--- src/rtl/muldiv_unit_pkg.sv ---
// -----------------------------------------------------------------------------
// muldiv_unit_pkg
//   Shared definitions for the multiply/divide unit.
//   - WIDTH_DEFAULT : default operand width (hi/lo are WIDTH bits each)
//   - op_e          : MULT/MULTU/DIV/DIVU encodings. The control decoder uses
//                     the same encodings for funct decode.
//   - state_e       : FSM state encodings (IDLE -> RUN -> FIX -> IDLE)
//   - helper functions classifying an op as divide and/or signed
// -----------------------------------------------------------------------------
package muldiv_unit_pkg;

  localparam int WIDTH_DEFAULT = 32;

  typedef enum logic [1:0] {
    OP_MULT  = 2'b00,
    OP_MULTU = 2'b01,
    OP_DIV   = 2'b10,
    OP_DIVU  = 2'b11
  } op_e;

  typedef enum logic [1:0] {
    ST_IDLE = 2'b00,
    ST_RUN  = 2'b01,
    ST_FIX  = 2'b10
  } state_e;

  function automatic logic op_is_div(input op_e op);
    return (op == OP_DIV) || (op == OP_DIVU);
  endfunction

  function automatic logic op_is_signed(input op_e op);
    return (op == OP_MULT) || (op == OP_DIV);
  endfunction

endpackage

--- src/rtl/muldiv_unit_if.sv ---
// -----------------------------------------------------------------------------
// muldiv_unit_if
//   Command/result bundle between the core pipeline and the multiply/divide
//   unit.
//   master (pipeline side) drives : start, op, rs_data, rt_data, mthi, mtlo
//   slave  (muldiv side) drives   : busy, done, hi, lo
// -----------------------------------------------------------------------------
interface muldiv_unit_if #(
  parameter int WIDTH = muldiv_unit_pkg::WIDTH_DEFAULT
) ();
  import muldiv_unit_pkg::*;

  logic             start;
  op_e              op;
  logic [WIDTH-1:0] rs_data;
  logic [WIDTH-1:0] rt_data;
  logic             mthi;
  logic             mtlo;
  logic             busy;
  logic             done;
  logic [WIDTH-1:0] hi;
  logic [WIDTH-1:0] lo;

  modport master (
    output start, op, rs_data, rt_data, mthi, mtlo,
    input  busy, done, hi, lo
  );

  modport slave (
    input  start, op, rs_data, rt_data, mthi, mtlo,
    output busy, done, hi, lo
  );

endinterface

--- src/rtl/muldiv_core.sv ---
// -----------------------------------------------------------------------------
// muldiv_core
//   Purely combinational single radix-2 step of the iterative multiplier /
//   restoring divider. The caller registers acc_out and feeds it back.
//   Ports:
//     is_div  in  1        select divide step (only present with MULDIV_DIV_EN)
//     operand in  WIDTH    multiplicand (multiply) or divisor (divide), unsigned
//     acc_in  in  2*WIDTH  multiply: {partial product, remaining multiplier}
//                          divide  : {partial remainder, remaining dividend/quotient}
//     acc_out out 2*WIDTH  accumulator after one step
//   Configuration macro: MULDIV_DIV_EN builds the divide step; without it the
//   core is a multiply step only.
// -----------------------------------------------------------------------------
module muldiv_core
  import muldiv_unit_pkg::*;
#(
  parameter int WIDTH = WIDTH_DEFAULT
) (
`ifdef MULDIV_DIV_EN
  input  logic               is_div,
`endif
  input  logic [WIDTH-1:0]   operand,
  input  logic [2*WIDTH-1:0] acc_in,
  output logic [2*WIDTH-1:0] acc_out
);

  // Multiply: add the multiplicand into the upper half when the current
  // multiplier bit (acc lsb) is set, then shift the whole accumulator right.
  // The extra sum bit keeps the carry, which lands in the top of the shift.
  logic [WIDTH:0]     mul_sum;
  logic [2*WIDTH-1:0] mul_acc;

  always_comb begin
    mul_sum = {1'b0, acc_in[2*WIDTH-1:WIDTH]} + (acc_in[0] ? {1'b0, operand} : '0);
    mul_acc = {mul_sum, acc_in[WIDTH-1:1]};
  end

`ifdef MULDIV_DIV_EN
  // Restoring divide: shift {rem, dividend} left one bit; the trial remainder
  // needs WIDTH+1 bits because 2*rem+bit can reach 2*divisor-1.
  logic [WIDTH:0]     div_top;
  logic [WIDTH-1:0]   div_diff;
  logic [2*WIDTH-1:0] div_acc;

  always_comb begin
    div_top  = acc_in[2*WIDTH-1:WIDTH-1];
    // Only used when div_top >= operand, so the true difference fits WIDTH bits.
    div_diff = div_top[WIDTH-1:0] - operand;
    if (div_top >= {1'b0, operand}) begin
      div_acc = {div_diff, acc_in[WIDTH-2:0], 1'b1};
    end else begin
      div_acc = {div_top[WIDTH-1:0], acc_in[WIDTH-2:0], 1'b0};
    end
  end

  assign acc_out = is_div ? div_acc : mul_acc;
`else
  assign acc_out = mul_acc;
`endif

endmodule

--- src/rtl/muldiv_unit.sv ---
// -----------------------------------------------------------------------------
// muldiv_unit
//   Iterative multiply/divide unit owning the HI/LO registers
//   (MULT, MULTU, DIV, DIVU, MTHI, MTLO). One radix-2 step per cycle.
//   Ports:
//     clock  in  1   all state updates on posedge
//     reset  in  1   asynchronous, active-high; aborts any operation
//     bus    slave muldiv_unit_if: start/op/rs_data/rt_data/mthi/mtlo in,
//                  busy/done/hi/lo out
//   Timing: start accepted at edge N -> busy for WIDTH+1 cycles, done pulse in
//   the last of them with hi/lo already updated.
//   Configuration macro: MULDIV_DIV_EN builds the divider. Without it DIV/DIVU
//   pass straight to FIX (one busy cycle, done, hi/lo untouched).
// -----------------------------------------------------------------------------
module muldiv_unit
  import muldiv_unit_pkg::*;
#(
  parameter int WIDTH = WIDTH_DEFAULT
) (
  input logic          clock,
  input logic          reset,
  muldiv_unit_if.slave bus
);

  localparam int CW = (WIDTH > 1) ? $clog2(WIDTH) : 1;

  state_e             state_reg, state_next;
  logic [CW-1:0]      count_reg;
  logic [2*WIDTH-1:0] acc_reg;
  logic [2*WIDTH-1:0] step_acc;
  logic [WIDTH-1:0]   operand_reg;
  logic               neg_lo_reg;   // negate product (mult) / quotient (div)
  logic [WIDTH-1:0]   hi_reg, lo_reg;

`ifdef MULDIV_DIV_EN
  logic               is_div_reg;
  logic               neg_hi_reg;   // remainder follows the dividend sign
  logic               div_zero_reg;
  logic [WIDTH-1:0]   dividend_reg; // raw rs, returned in hi on divide-by-zero
`endif

  // Operand preparation: signed ops work on magnitudes, signs fixed at the end.
  logic             start_div;
  logic             start_signed;
  logic             a_neg, b_neg;
  logic [WIDTH-1:0] a_abs, b_abs;

  always_comb begin
    start_div    = op_is_div(bus.op);
    start_signed = op_is_signed(bus.op);
    a_neg        = start_signed & bus.rs_data[WIDTH-1];
    b_neg        = start_signed & bus.rt_data[WIDTH-1];
    a_abs        = a_neg ? -bus.rs_data : bus.rs_data;
    b_abs        = b_neg ? -bus.rt_data : bus.rt_data;
  end

  muldiv_core #(
    .WIDTH   (WIDTH)
  ) u_core (
`ifdef MULDIV_DIV_EN
    .is_div  (is_div_reg),
`endif
    .operand (operand_reg),
    .acc_in  (acc_reg),
    .acc_out (step_acc)
  );

  // Final result is formed from the last step's combinational output so that
  // hi/lo are already valid in the FIX cycle alongside done.
  logic [2*WIDTH-1:0] product;
  logic [WIDTH-1:0]   res_hi, res_lo;

  always_comb begin
    product = neg_lo_reg ? -step_acc : step_acc;
    res_hi  = product[2*WIDTH-1:WIDTH];
    res_lo  = product[WIDTH-1:0];
`ifdef MULDIV_DIV_EN
    if (is_div_reg) begin
      if (div_zero_reg) begin
        res_lo = '1;
        res_hi = dividend_reg;
      end else begin
        res_lo = neg_lo_reg ? -step_acc[WIDTH-1:0] : step_acc[WIDTH-1:0];
        res_hi = neg_hi_reg ? -step_acc[2*WIDTH-1:WIDTH] : step_acc[2*WIDTH-1:WIDTH];
      end
    end
`endif
  end

  // FSM state register
  always_ff @(posedge clock or posedge reset) begin
    if (reset) begin
      state_reg <= ST_IDLE;
    end else begin
      state_reg <= state_next;
    end
  end

  // FSM next state
  always_comb begin
    state_next = state_reg;
    case (state_reg)
      ST_IDLE: begin
        if (bus.start) begin
`ifdef MULDIV_DIV_EN
          state_next = ST_RUN;
`else
          state_next = start_div ? ST_FIX : ST_RUN;
`endif
        end
      end
      ST_RUN:  if (count_reg == '0) state_next = ST_FIX;
      ST_FIX:  state_next = ST_IDLE;
      default: state_next = ST_IDLE;
    endcase
  end

  // Datapath and HI/LO registers
  always_ff @(posedge clock or posedge reset) begin
    if (reset) begin
      count_reg    <= '0;
      acc_reg      <= '0;
      operand_reg  <= '0;
      neg_lo_reg   <= 1'b0;
      hi_reg       <= '0;
      lo_reg       <= '0;
`ifdef MULDIV_DIV_EN
      is_div_reg   <= 1'b0;
      neg_hi_reg   <= 1'b0;
      div_zero_reg <= 1'b0;
      dividend_reg <= '0;
`endif
    end else begin
      case (state_reg)
        ST_IDLE: begin
          if (bus.start) begin
            // start takes priority; a simultaneous mthi/mtlo is dropped
            count_reg   <= CW'(WIDTH - 1);
            neg_lo_reg  <= a_neg ^ b_neg;
            acc_reg     <= {{WIDTH{1'b0}}, b_abs};
            operand_reg <= a_abs;
`ifdef MULDIV_DIV_EN
            is_div_reg   <= start_div;
            neg_hi_reg   <= a_neg;
            div_zero_reg <= start_div & (bus.rt_data == '0);
            dividend_reg <= bus.rs_data;
            if (start_div) begin
              acc_reg     <= {{WIDTH{1'b0}}, a_abs};
              operand_reg <= b_abs;
            end
`endif
          end else begin
            if (bus.mthi) hi_reg <= bus.rs_data;
            if (bus.mtlo) lo_reg <= bus.rs_data;
          end
        end
        ST_RUN: begin
          acc_reg   <= step_acc;
          count_reg <= count_reg - 1'b1;
          if (count_reg == '0) begin
            hi_reg <= res_hi;
            lo_reg <= res_lo;
          end
        end
        default: ;
      endcase
    end
  end

  assign bus.busy = (state_reg != ST_IDLE);
  assign bus.done = (state_reg == ST_FIX);
  assign bus.hi   = hi_reg;
  assign bus.lo   = lo_reg;

endmodule
--- src/flat_wrapper.sv ---
// flat-port wrapper written by rule: the top's interface ports become plain ports
module muldiv_unit_flat import muldiv_unit_pkg::*;
#(
  parameter int WIDTH = WIDTH_DEFAULT
)
  (clock, reset, bus_start, bus_op, bus_rs_data, bus_rt_data, bus_mthi, bus_mtlo, bus_busy, bus_done, bus_hi, bus_lo);
  muldiv_unit_if #(.WIDTH(WIDTH)) bus_i ();
  input logic clock;
  input logic reset;
  input wire logic [$bits(bus_i.start)-1:0] bus_start;
  input wire logic [$bits(bus_i.op)-1:0] bus_op;
  input wire logic [$bits(bus_i.rs_data)-1:0] bus_rs_data;
  input wire logic [$bits(bus_i.rt_data)-1:0] bus_rt_data;
  input wire logic [$bits(bus_i.mthi)-1:0] bus_mthi;
  input wire logic [$bits(bus_i.mtlo)-1:0] bus_mtlo;
  output wire logic [$bits(bus_i.busy)-1:0] bus_busy;
  output wire logic [$bits(bus_i.done)-1:0] bus_done;
  output wire logic [$bits(bus_i.hi)-1:0] bus_hi;
  output wire logic [$bits(bus_i.lo)-1:0] bus_lo;
  assign bus_i.start = bus_start;
  assign bus_i.op = bus_op;
  assign bus_i.rs_data = bus_rs_data;
  assign bus_i.rt_data = bus_rt_data;
  assign bus_i.mthi = bus_mthi;
  assign bus_i.mtlo = bus_mtlo;
  assign bus_busy = bus_i.busy;
  assign bus_done = bus_i.done;
  assign bus_hi = bus_i.hi;
  assign bus_lo = bus_i.lo;
  muldiv_unit #(.WIDTH(WIDTH)) u_core (.clock(clock), .reset(reset), .bus(bus_i));
endmodule
--- config.mk ---
export PLATFORM = sky130hd
export DESIGN_NAME = muldiv_unit_flat
export DESIGN_NICKNAME = d
export VERILOG_FILES = /design/src/rtl/muldiv_unit_pkg.sv /design/src/rtl/muldiv_unit_if.sv /design/src/rtl/muldiv_core.sv /design/src/rtl/muldiv_unit.sv /design/src/flat_wrapper.sv
export SDC_FILE = /design/constraint.sdc
export NUM_CORES = 1
export LEC_CHECK = 0
export BUFFER_PORTS_ARGS = -buffer_cell sky130_fd_sc_hd__buf_2
export CORE_UTILIZATION = 45
export DETAILED_ROUTE_END_ITERATION = 8
export MAX_ROUTING_LAYER = met4
export PLACE_DENSITY = 0.71
export SYNTH_ARGS = -nofsm -noshare
export SYNTH_HDL_FRONTEND = slang
export SYNTH_SLANG_ARGS = --single-unit
--- constraint.sdc ---
create_clock -name clock -period 10.85 [get_ports clock]
set_input_delay 1.085 -clock clock [delete_from_list [all_inputs] [get_ports clock]]
set_output_delay 1.085 -clock clock [all_outputs]
set_load 0.02 [all_outputs]
==> results of run 1 <==
metrics by stage:
step	std cells	total power [mW]	utilization (%)	area, um^2
4_1_cts	1844	4.00	52.0	13100
2_1_floorplan	1414	2.72	-	11500
5_1_grt	1844	4.29	52.0	13100
6_report	1844	3.99	52.0	13100
3_3_place_gp	1812	3.32	49.6	12500
3_5_place_dp	1812	3.36	49.6	12500
routing by layer:
metal	vias to the layer above	track usage, %	share of wire (%)
met3	58	4.49	6.3
li1	5212	-	-
met1	5225	36.9	45
met5	-	-	0
met2	372	41.8	46
met4	0	9.86	2.8
power by group through the flow:
stage / Sequential (mW) / Clock (mW) / Combinational, mW
floorplan: 1.23 / 0 / 1.49
global placement: 1.18 / 0 / 2.14
detailed placement: 1.18 / 0 / 2.17
CTS: 1.17 / 0.641 / 2.18
global route: 1.22 / 0.663 / 2.41
finish: 1.18 / 0.633 / 2.18
cells by family after synthesis:
logic type,Yosys count
buf+inv,111
mux,3
fa+ha+maj,38
flops,168
compound gates,441
simple gates,519
xor+xnor,134
layout make-up:
type / count / area share [%]
repair buffers: 148 / 5.90
clock buffers: 18 / 3.36
inverters: 31 / 0.929
multi-input cells: 1135 / 53.1
flip-flops and latches: 168 / 32.2
well taps: 330 / 3.16
clock inverters: 14 / 1.34
cell usage in the layout (no fill, tap or decap), types with 13 or more instances in the layout:
cell	count
a21oi_1	87
buf_2	136
o21ai_0	154
nand3_1	42
xnor2_1	87
a211oi_1	13
clkbuf_16	17
nand2b_1	14
xor2_1	46
o31ai_1	60
ha_1	37
dfrtp_1	168
nor2_1	134
nor3_1	27
inv_1	30
nand2_1	183
and2_1	38
a22oi_1	32
worst reg2reg max path, stage by stage (launching register included):
cell and delay (ns):
dfrtp_1 0.76, and2_1 0.33, ha_1 0.24, fa_1 0.47, a211oi_2 0.31, o211ai_1 0.23, a41oi_1 0.30, xor2_1 0.37
nand2_1 0.18, nor4_4 0.37, nand4_2 0.21, or3_4 0.50, o41ai_2 0.38, xnor2_1 0.14, a221oi_2 0.26
final timing paths:
| kind | to | from | slack, ns |
|---|---|---|---|
| max | u_core.bus.hi[30] | u_core.acc_reg[0] | 5.70 |
| max in group asynchronous | u_core.bus.hi[19] | reset | 8.49 |
| min in group asynchronous | u_core.bus.lo[4] | reset | 0.81 |
| min | u_core.bus.lo[26] | u_core.bus.lo[26] | 0.47 |
| max reg2reg | u_core.bus.hi[30] | u_core.acc_reg[0] | 5.70 |
| min reg2reg | u_core.bus.lo[26] | u_core.bus.lo[26] | 0.47 |
==> reports/results.txt, run 1 <==
Die width -> 162 um
Top post-synthesis cells by area -> dfrtp_1, o21ai_0, xnor2_1, nand2_1, nor2_1
CP max stage cell -> dfrtp_1
CP Capture Type -> flop
Pwr dens -> 306 nW/um^2
First-pass GRT wire length -> 55.1 mm
Num CTS Buffers -> 17
Crit Path Class -> reg -> reg
Post-synth ARST share -> 100%
N_diodes -> 0
TritonCTS clock tree -> yes
DRC viols -> 0
Pre-CTS setup slack -> 5.75 ns
Initial antenna violation count -> 0
Share of layout cells above drive strength 1 -> 13.9%
CTS root buffer -> clkbuf_16
Hold crit path type -> reg -> reg
WP data arrival -> 5.50 ns
P_sw -> 1.97 mW
Post-synthesis cell type count -> 71
Largest net degree at the start of global routing -> 96
Unrepaired setup endpoints after global routing -> no
EDFF count, synth -> 0
Main combinational cell family by area after synthesis -> compound AO/OA/AOI/OAI gates
Yosys reg bits -> 168
Crit-path cells -> and2_1, ha_1, fa_1, a211oi_2, o211ai_1, a41oi_1, xor2_1, nand2_1, nor4_4, nand4_2, or3_4, o41ai_2, xnor2_1, a221oi_2
NumNets Final -> 1610
Crit path largest cell delay -> 0.76 ns
ANT nets after route -> 0
Layout fillers -> 2465
Post-Syn Nets -> 1523
Worst setup margin -> 5.70 ns
Synth-to-layout area growth -> 13.5%
Clock Latency Late Sink -> 0.44 ns
Commonest cells post-synth -> nand2_1, dfrtp_1, o21ai_0
Clock tree buffer depth -> 2
Max frequency -> 194 MHz
Clock power frac -> 15.8%
Clock slew at reported path FFs -> 0.08 ns
Worst reg2reg path depth -> 14
Area of the multi-input gates -> 6940 um^2
Placer Congestion -> 0.948
Logic pwr share -> 54.7%
Total I/O pin count -> 137
Ratio of final minimum period to clock period -> 47.5%
MaxCap Viol Count -> 0
Crit path max-delay family -> simple AND/OR/NAND/NOR gates
Starting density of the core -> 45.8%
GR Util All Layers -> 27.5%
Crit. path cell count -> 14
Wire per inst -> 18.5 um
Post-Synth Adder-Cell Area -> 4.20%
CP bufs+invs -> 0
Compound-gate portion of the synthesized area -> 24.0%
DR iter-0 viols -> 795
Vias in the first global route -> 10400
Switching portion of total power -> 49.5%
Via density -> 5.89
Die area -> 26200 um^2
Peak supply drop -> 0.293 mV
Synth Instances -> 1414
Area leader, netlist -> dfrtp_1
Xor/xnor cell area share of the yosys netlist -> 10.3%
Core Area -> 25100 um^2
Final hold slack -> 0.473 ns
Synth warn -> 0
Row count -> 58
Post-CTS setup buffer count -> 0
Pleak -> 5.64 nW
Syn avg cell area -> 8.14 um^2
Final number of setup-violating endpoints -> 0
Yosys top cell area share -> 36.5%
Clock skew -> 0.0200 ns
Post-route minimum period -> 5.15 ns
GRT overflow -> 0
Min-Delay Path Depth -> 1
Post-CTS Hold Fix Bufs -> 0
Routed vias -> 10900
CP required -> 11.20 ns
Synth Flop Type -> dfrtp_1
Die extent in y -> 162 um
Slew Viols, Final -> 0
Register area -> 4200 um^2
Multiplexer area fraction after synthesis -> 0.261%
Status -> finished, final reports clean
Crit-path max FO -> 33
PortBufs -> 136
Register area share after synthesis -> 36.5%
Max FFs per register -> 64
DP Wirelength -> 25.4 mm
Int Pwr -> 2.02 mW
Fin. Hold Viols -> 0
Startpoint Class -> flop
Simple-gate share of the synthesized area -> 21.1%
CTS Sinks -> 168
DRT Pass-1 Iters -> 5
Post-Synthesis Cell Area -> 11500 um^2
Setup TNS -> 0 ns
Max H-tree Level -> 4
WL final -> 34.1 mm
Post-CTS sizing -> 0
Slew at the pin closest to its max-slew limit -> 1.24 ns
Cell with the most instances after synthesis -> nand2_1
Sequential power share -> 29.5%
Worst slew margin -> 17.3%
Note: power is estimated with default switching activity, not from simulation.
==> inputs of run 2 (changes only) <==
- clock period: 10.85 -> 5.2 ns (I/O delays scaled with it)
==> run 2 against run 1 <==
Global-route usage is 0.34 points higher. Clock power rose by 110%. Via count rose by 0.47%. Final cell count rose by 0.87%. Maximum frequency rose by 7.4%. Flip-flop and latch count did not move. Sequential share of layout area is 0.30 points lower. Utilization is 0.49 points higher. Sequential power grew 110%. Total power increased by 110%. Critical path type unchanged.
==> reports/results.txt, run 2 (synthesis gave the netlist of run 1 again) <==
Status -> finished, final reports clean
CP bufs+invs -> 0 (unchanged)
Post-CTS sizing -> 0 (unchanged)
DRC viols -> 0 (unchanged)
Most frequent cells in the layout -> nand2_1, dfrtp_1, o21ai_0
Worst slew margin -> 25.7% (+8.4 points)
MaxCap Viol Count -> 0 (unchanged)
Crit path largest cell delay -> 0.62 ns (-0.14 ns)
Fin. Hold Viols -> 0 (unchanged)
Clock tree buffer depth -> 2 (unchanged)
Starting density of the core -> 45.8% (unchanged)
Setup TNS -> 0 ns (unchanged)
Max frequency -> 209 MHz (+7.4%)
Crit-path max FO -> 21 (-36%)
GRT overflow -> 0 (unchanged)
Max FFs per register -> 64 (unchanged)
CP max stage cell -> dfrtp_1
WL final -> 34.6 mm (+1.4%)
First-pass GRT wire length -> 55.6 mm (+0.75%)
Final hold slack -> 0.200 ns (-0.273 ns)
Die extent in y -> 162 um (unchanged)
Synth-to-layout area growth -> 14.6%
TritonCTS clock tree -> yes
DP Wirelength -> 25.8 mm (+1.9%)
Wire per inst -> 18.6 um (+0.56%)
DR iter-0 viols -> 886 (+11%)
Most common cell after layout, fill and taps aside -> nand2_1
Slack of the worst reg-to-reg path -> 0.41 ns (-5.29 ns)
NumNets Final -> 1626 (+0.99%)
Core Area -> 25100 um^2 (unchanged)
Crit path launch -> u_core.acc_reg[0]
Unrepaired setup endpoints after global routing -> no
CP required -> 5.54 ns (-5.66 ns)
Share of layout cells above drive strength 1 -> 14.8% (+0.90 points)
GR Util All Layers -> 27.8% (+0.34 points)
Vias in the first global route -> 10100 (-2.6%)
CP Capture Type -> flop
Peak supply drop -> 0.728 mV (+150%)
Die area -> 26200 um^2 (unchanged)
Crit Path Class -> reg -> reg
CTS Sinks -> 168 (unchanged)
Num CTS Buffers -> 17 (unchanged)
Total I/O pin count -> 137 (unchanged)
Hold crit path type -> in -> async
Placed cell areas -> 12600 um^2 (+0.96%)
Crit-path cells -> and2_1, ha_1, nand4_1, or4_1, nand3_1, xnor2_2, or3b_4, nor4_4, nand2b_1, or3_1, o31ai_1, xor2_1, a221oi_1
Routed vias -> 10900 (+0.47%)
Post-route minimum period -> 4.79 ns (-0.356 ns)
Design Area, Final -> 13200 um^2 (+0.95%)
Crit path max-delay family -> simple AND/OR/NAND/NOR gates
Max H-tree Level -> 4 (unchanged)
Slew at the pin closest to its max-slew limit -> 1.11 ns (-0.125 ns)
Placed Cells -> 1828 (+0.88%)
Ratio of final minimum period to clock period -> 92.2% (+45 points)
DRT Pass-1 Iters -> 7 (+2)
Reg-to-Reg Start -> u_core.acc_reg[0]
Slew Viols, Final -> 0 (unchanged)
Startpoint Class -> flop
Pwr dens -> 642 nW/um^2 (+110%)
CTS root buffer -> clkbuf_16
Post-CTS setup buffer count -> 0 (unchanged)
Row count -> 58 (unchanged)
Via density -> 5.87 (-0.39%)
Clock slew at reported path FFs -> 0.08 ns (about the same)
PortBufs -> 136 (unchanged)
Fin cells -> 1860 (+0.87%)
Post-CTS Hold Fix Bufs -> 0 (unchanged)
Initial antenna violation count -> 0 (unchanged)
Final number of setup-violating endpoints -> 0 (unchanged)
Largest net degree at the start of global routing -> 93 (-3.1%)
ANT nets after route -> 0 (unchanged)
Placer Congestion -> 0.940 (-0.86%)
N_diodes -> 0 (unchanged)
Clock skew -> 0.0139 ns (-0.00612 ns)
WP data arrival -> 5.13 ns (-0.37 ns)
Die width -> 162 um (unchanged)
Clock Latency Late Sink -> 0.44 ns (about the same)
Pleak -> 5.72 nW (+1.2%)
run 2: layout make-up:
class | count | area (um^2)
clock inverter | 15 | 193
fill | 2446 | 11900
tap | 330 | 413
inverter | 31 | 121
clock buffer | 17 | 425
sequential | 168 | 4200
multi-input combinational | 1135 | 6940
timing repair buffer | 164 | 891
run 2: final timing paths:
path,end,depth (start not counted)
setup / recovery,u_core.bus.hi[29],13
hold / removal,u_core.bus.lo[10],2
setup reg to reg,u_core.bus.hi[29],13
hold reg to reg,u_core.operand_reg[27],2
max in group asynchronous,u_core.bus.hi[26],3
min in group clock,u_core.state_reg[0],2
run 2: report_power, final:
group / total (mW) / switching (mW) / internal, mW / leakage [nW]
sequential: 2.44 / 0.528 / 1.91 / 2.09
clock: 1.34 / 0.678 / 0.660 / 0.296
combinational: 4.68 / 2.98 / 1.71 / 3.33
total: 8.47 / 4.19 / 4.28 / 5.72
run 2: metal layers:
metal	wire length, um	GRT usage [%]
met1	15500	37.9
met2	15900	42.3
met3	2180	3.80
met4	1120	9.78
met5	0	-
run 2: stage by stage:
step	power (mW)	util (%)	worst slack (ns)
5_1_grt	9.10	52.5	0.122
3_5_place_dp	7.10	50.1	0.438
3_3_place_gp	7.02	50.1	0.563
2_1_floorplan	5.67	-	0.133
4_1_cts	8.45	52.5	0.423
6_report	8.47	52.5	0.406
==> inputs of run 3 (changes only) <==
- CORE_UTILIZATION: 45 -> 29
- PLACE_DENSITY: 0.71 -> 0.54
- clock period: 5.2 -> 4.27 ns (I/O delays scaled with it)
==> run 3 against run 2 <==
Maximum frequency rose by 16%. Register-to-register slack got worse by 0.28 ns. Count of clock-buffer cells in the layout up 4. First-iteration DRC count fell by 7.2%. Critical path depth increased by 3. Clock power grew 16%. Utilization is 16 points lower. Routed wire length increased by 9.7%. Flip-flop and latch count stayed put. Total power is 28% higher. Sequential power is 23% higher. Highest routed layer unchanged.
==> reports/results.txt, run 3 (synthesis gave the netlist of run 1 again) <==
Status -> finished, final reports clean
Final core occ -> 36.1% (-16 points)
Vias in the first global route -> 10500 (+3.5%)
CP Capture Type -> flop
Final number of setup-violating endpoints -> 0 (unchanged)
Max H-tree Level -> 4 (unchanged)
Placer Congestion -> 0.926 (-1.5%)
Area of the multi-input gates -> 7190 um^2 (+3.5%)
Core Area -> 38900 um^2 (+55%)
PortBufs -> 136 (unchanged)
Most frequent cells in the layout -> nand2_1, dfrtp_1, o21ai_0
TritonCTS clock tree -> yes
DP Wirelength -> 28.4 mm (+9.8%)
Die area -> 40500 um^2 (+54%)
Ratio of final minimum period to clock period -> 97.1% (+4.9 points)
Total I/O pin count -> 137 (unchanged)
Register area -> 4210 um^2 (about the same)
Starting density of the core -> 29.6% (-16 points)
Clock skew -> 0.00738 ns (-0.00651 ns)
DRT Pass-1 Iters -> 5 (-2)
Routed vias -> 11000 (+1.0%)
Post-CTS Hold Fix Bufs -> 0 (unchanged)
N_diodes -> 0 (unchanged)
Slew at the pin closest to its max-slew limit -> 0.957 ns (-0.153 ns)
Num CTS Buffers -> 17 (unchanged)
CP required -> 4.60 ns (-0.94 ns)
Max frequency -> 241 MHz (+16%)
CP max stage cell -> dfrtp_2
DR iter-0 viols -> 822 (-7.2%)
Most common cell after layout, fill and taps aside -> nand2_1
Initial antenna violation count -> 0 (unchanged)
Clock tree buffer depth -> 2 (unchanged)
Pwr dens -> 771 nW/um^2 (+20%)
Die width -> 201 um (+24%)
Peak supply drop -> 0.689 mV (-5.4%)
Largest net degree at the start of global routing -> 169 (+82%)
Clock Latency Late Sink -> 0.44 ns (about the same)
GRT overflow -> 0 (unchanged)
CTS Sinks -> 168 (unchanged)
Synth-to-layout area growth -> 22.2%
NumNets Final -> 1681 (+3.4%)
Share of layout cells above drive strength 1 -> 19.6% (+4.8 points)
Max FFs per register -> 64 (unchanged)
Post-route minimum period -> 4.15 ns (-0.648 ns)
WL final -> 38.0 mm (+9.7%)
Hold crit path type -> in -> reg
CTS root buffer -> clkbuf_16
Worst slew margin -> 36.2% (+11 points)
Unrepaired setup endpoints after global routing -> yes
GR Util All Layers -> 19.1% (-8.7 points)
Crit path largest cell delay -> 0.45 ns (-0.17 ns)
Wire per inst -> 18.1 um (-2.9%)
MaxCap Viol Count -> 0 (unchanged)
First-pass GRT wire length -> 59.2 mm (+6.5%)
Fin. Hold Viols -> 0 (unchanged)
Crit-path cells -> buf_6, and2_1, ha_1, buf_4, o211ai_1, o211ai_1, nand2_1, xnor2_2, or3b_4, nor4_4, nand4_2, or3_4, buf_4, o21ai_2, xnor2_2, a221oi_1
Row count -> 72 (+24%)
DRC viols -> 0 (unchanged)
Via density -> 5.25 (-11%)
Slew Viols, Final -> 0 (unchanged)
Setup TNS -> 0 ns (unchanged)
Layout fillers -> 4183 (+71%)
Startpoint Class -> flop
WP data arrival -> 4.48 ns (-0.65 ns)
Crit Path Class -> reg -> reg
Die extent in y -> 201 um (+24%)
Crit-path max FO -> 7 (-67%)
Pleak -> 6.03 nW (+5.4%)
Clock slew at reported path FFs -> 0.07 ns (about the same)
ANT nets after route -> 0 (unchanged)
-- run 3: cell type report --
class	count	area share, %
Inverter	31	0.854
Clock buffer	21	3.13
Multi-Input combinational cell	1135	51.1
Timing Repair Buffer	219	9.56
Clock inverter	10	0.863
Tap cell	518	4.61
Sequential cell	168	29.9
-- run 3: layer usage --
layer,routed length [um],share of wire [%],track usage [%]
met2,17800,47,30.6
met1,18000,47,25.6
met5,0,0,-
met4,820,2.2,5.33
met3,1400,3.7,2.12
-- run 3: report_power, final --
group,switching [mW],leakage (nW),internal [mW]
combinational,3.85,3.68,2.45
sequential,0.663,2.09,2.34
clock,0.694,0.260,0.863
total,5.21,6.03,5.64
-- run 3: worst paths after layout --
path | startpoint | end | slack [ns] | depth (start not counted)
max | u_core.acc_reg[0] | u_core.bus.hi[24] | 0.12 | 16
min | bus_op[1] | u_core.state_reg[0] | 0.23 | 2
max reg2reg | u_core.acc_reg[0] | u_core.bus.hi[24] | 0.12 | 16
min reg2reg | u_core.bus.lo[26] | u_core.bus.lo[26] | 0.47 | 1
max in group asynchronous | reset | u_core.acc_reg[55] | 3.31 | 3
min in group asynchronous | reset | u_core.acc_reg[3] | 0.25 | 3
-- run 3: worst max-delay path, delay by kind of cell, from the launching register on --
kind,cells,cell delay [ns]
AOI/OAI and AO/OA,4,0.88
adders and majority gates,1,0.28
xor gates and xnor gates,2,0.28
DFF,1,0.45
buffers and inverters,3,0.43
and+or+nand+nor,6,1.71
-- run 3: timing repair --
action | CTS | global route
pin swaps | 7 | 17
resized for setup | 9 | 39
endpoints found under the hold margin | 0 | 0
buffers inserted | 2 | 5
setup endpoints to repair | 3 | 14
-- run 3: metrics by stage --
step | hold slack, ns | total power [mW] | cell area, um^2 | instances | setup slack, ns
global route | 0.226 | 11.7 | 14100 | 2102 | -0.0252
finish | 0.229 | 10.9 | 14100 | 2102 | 0.124
global placement | 0.460 | 9.03 | 13200 | 2064 | -0.0176
CTS | 0.208 | 10.7 | 13800 | 2097 | 0.00699
detailed placement | 0.464 | 9.07 | 13200 | 2064 | -0.0419
floorplan | 0.442 | 6.90 | 11500 | 1414 | 0.0157
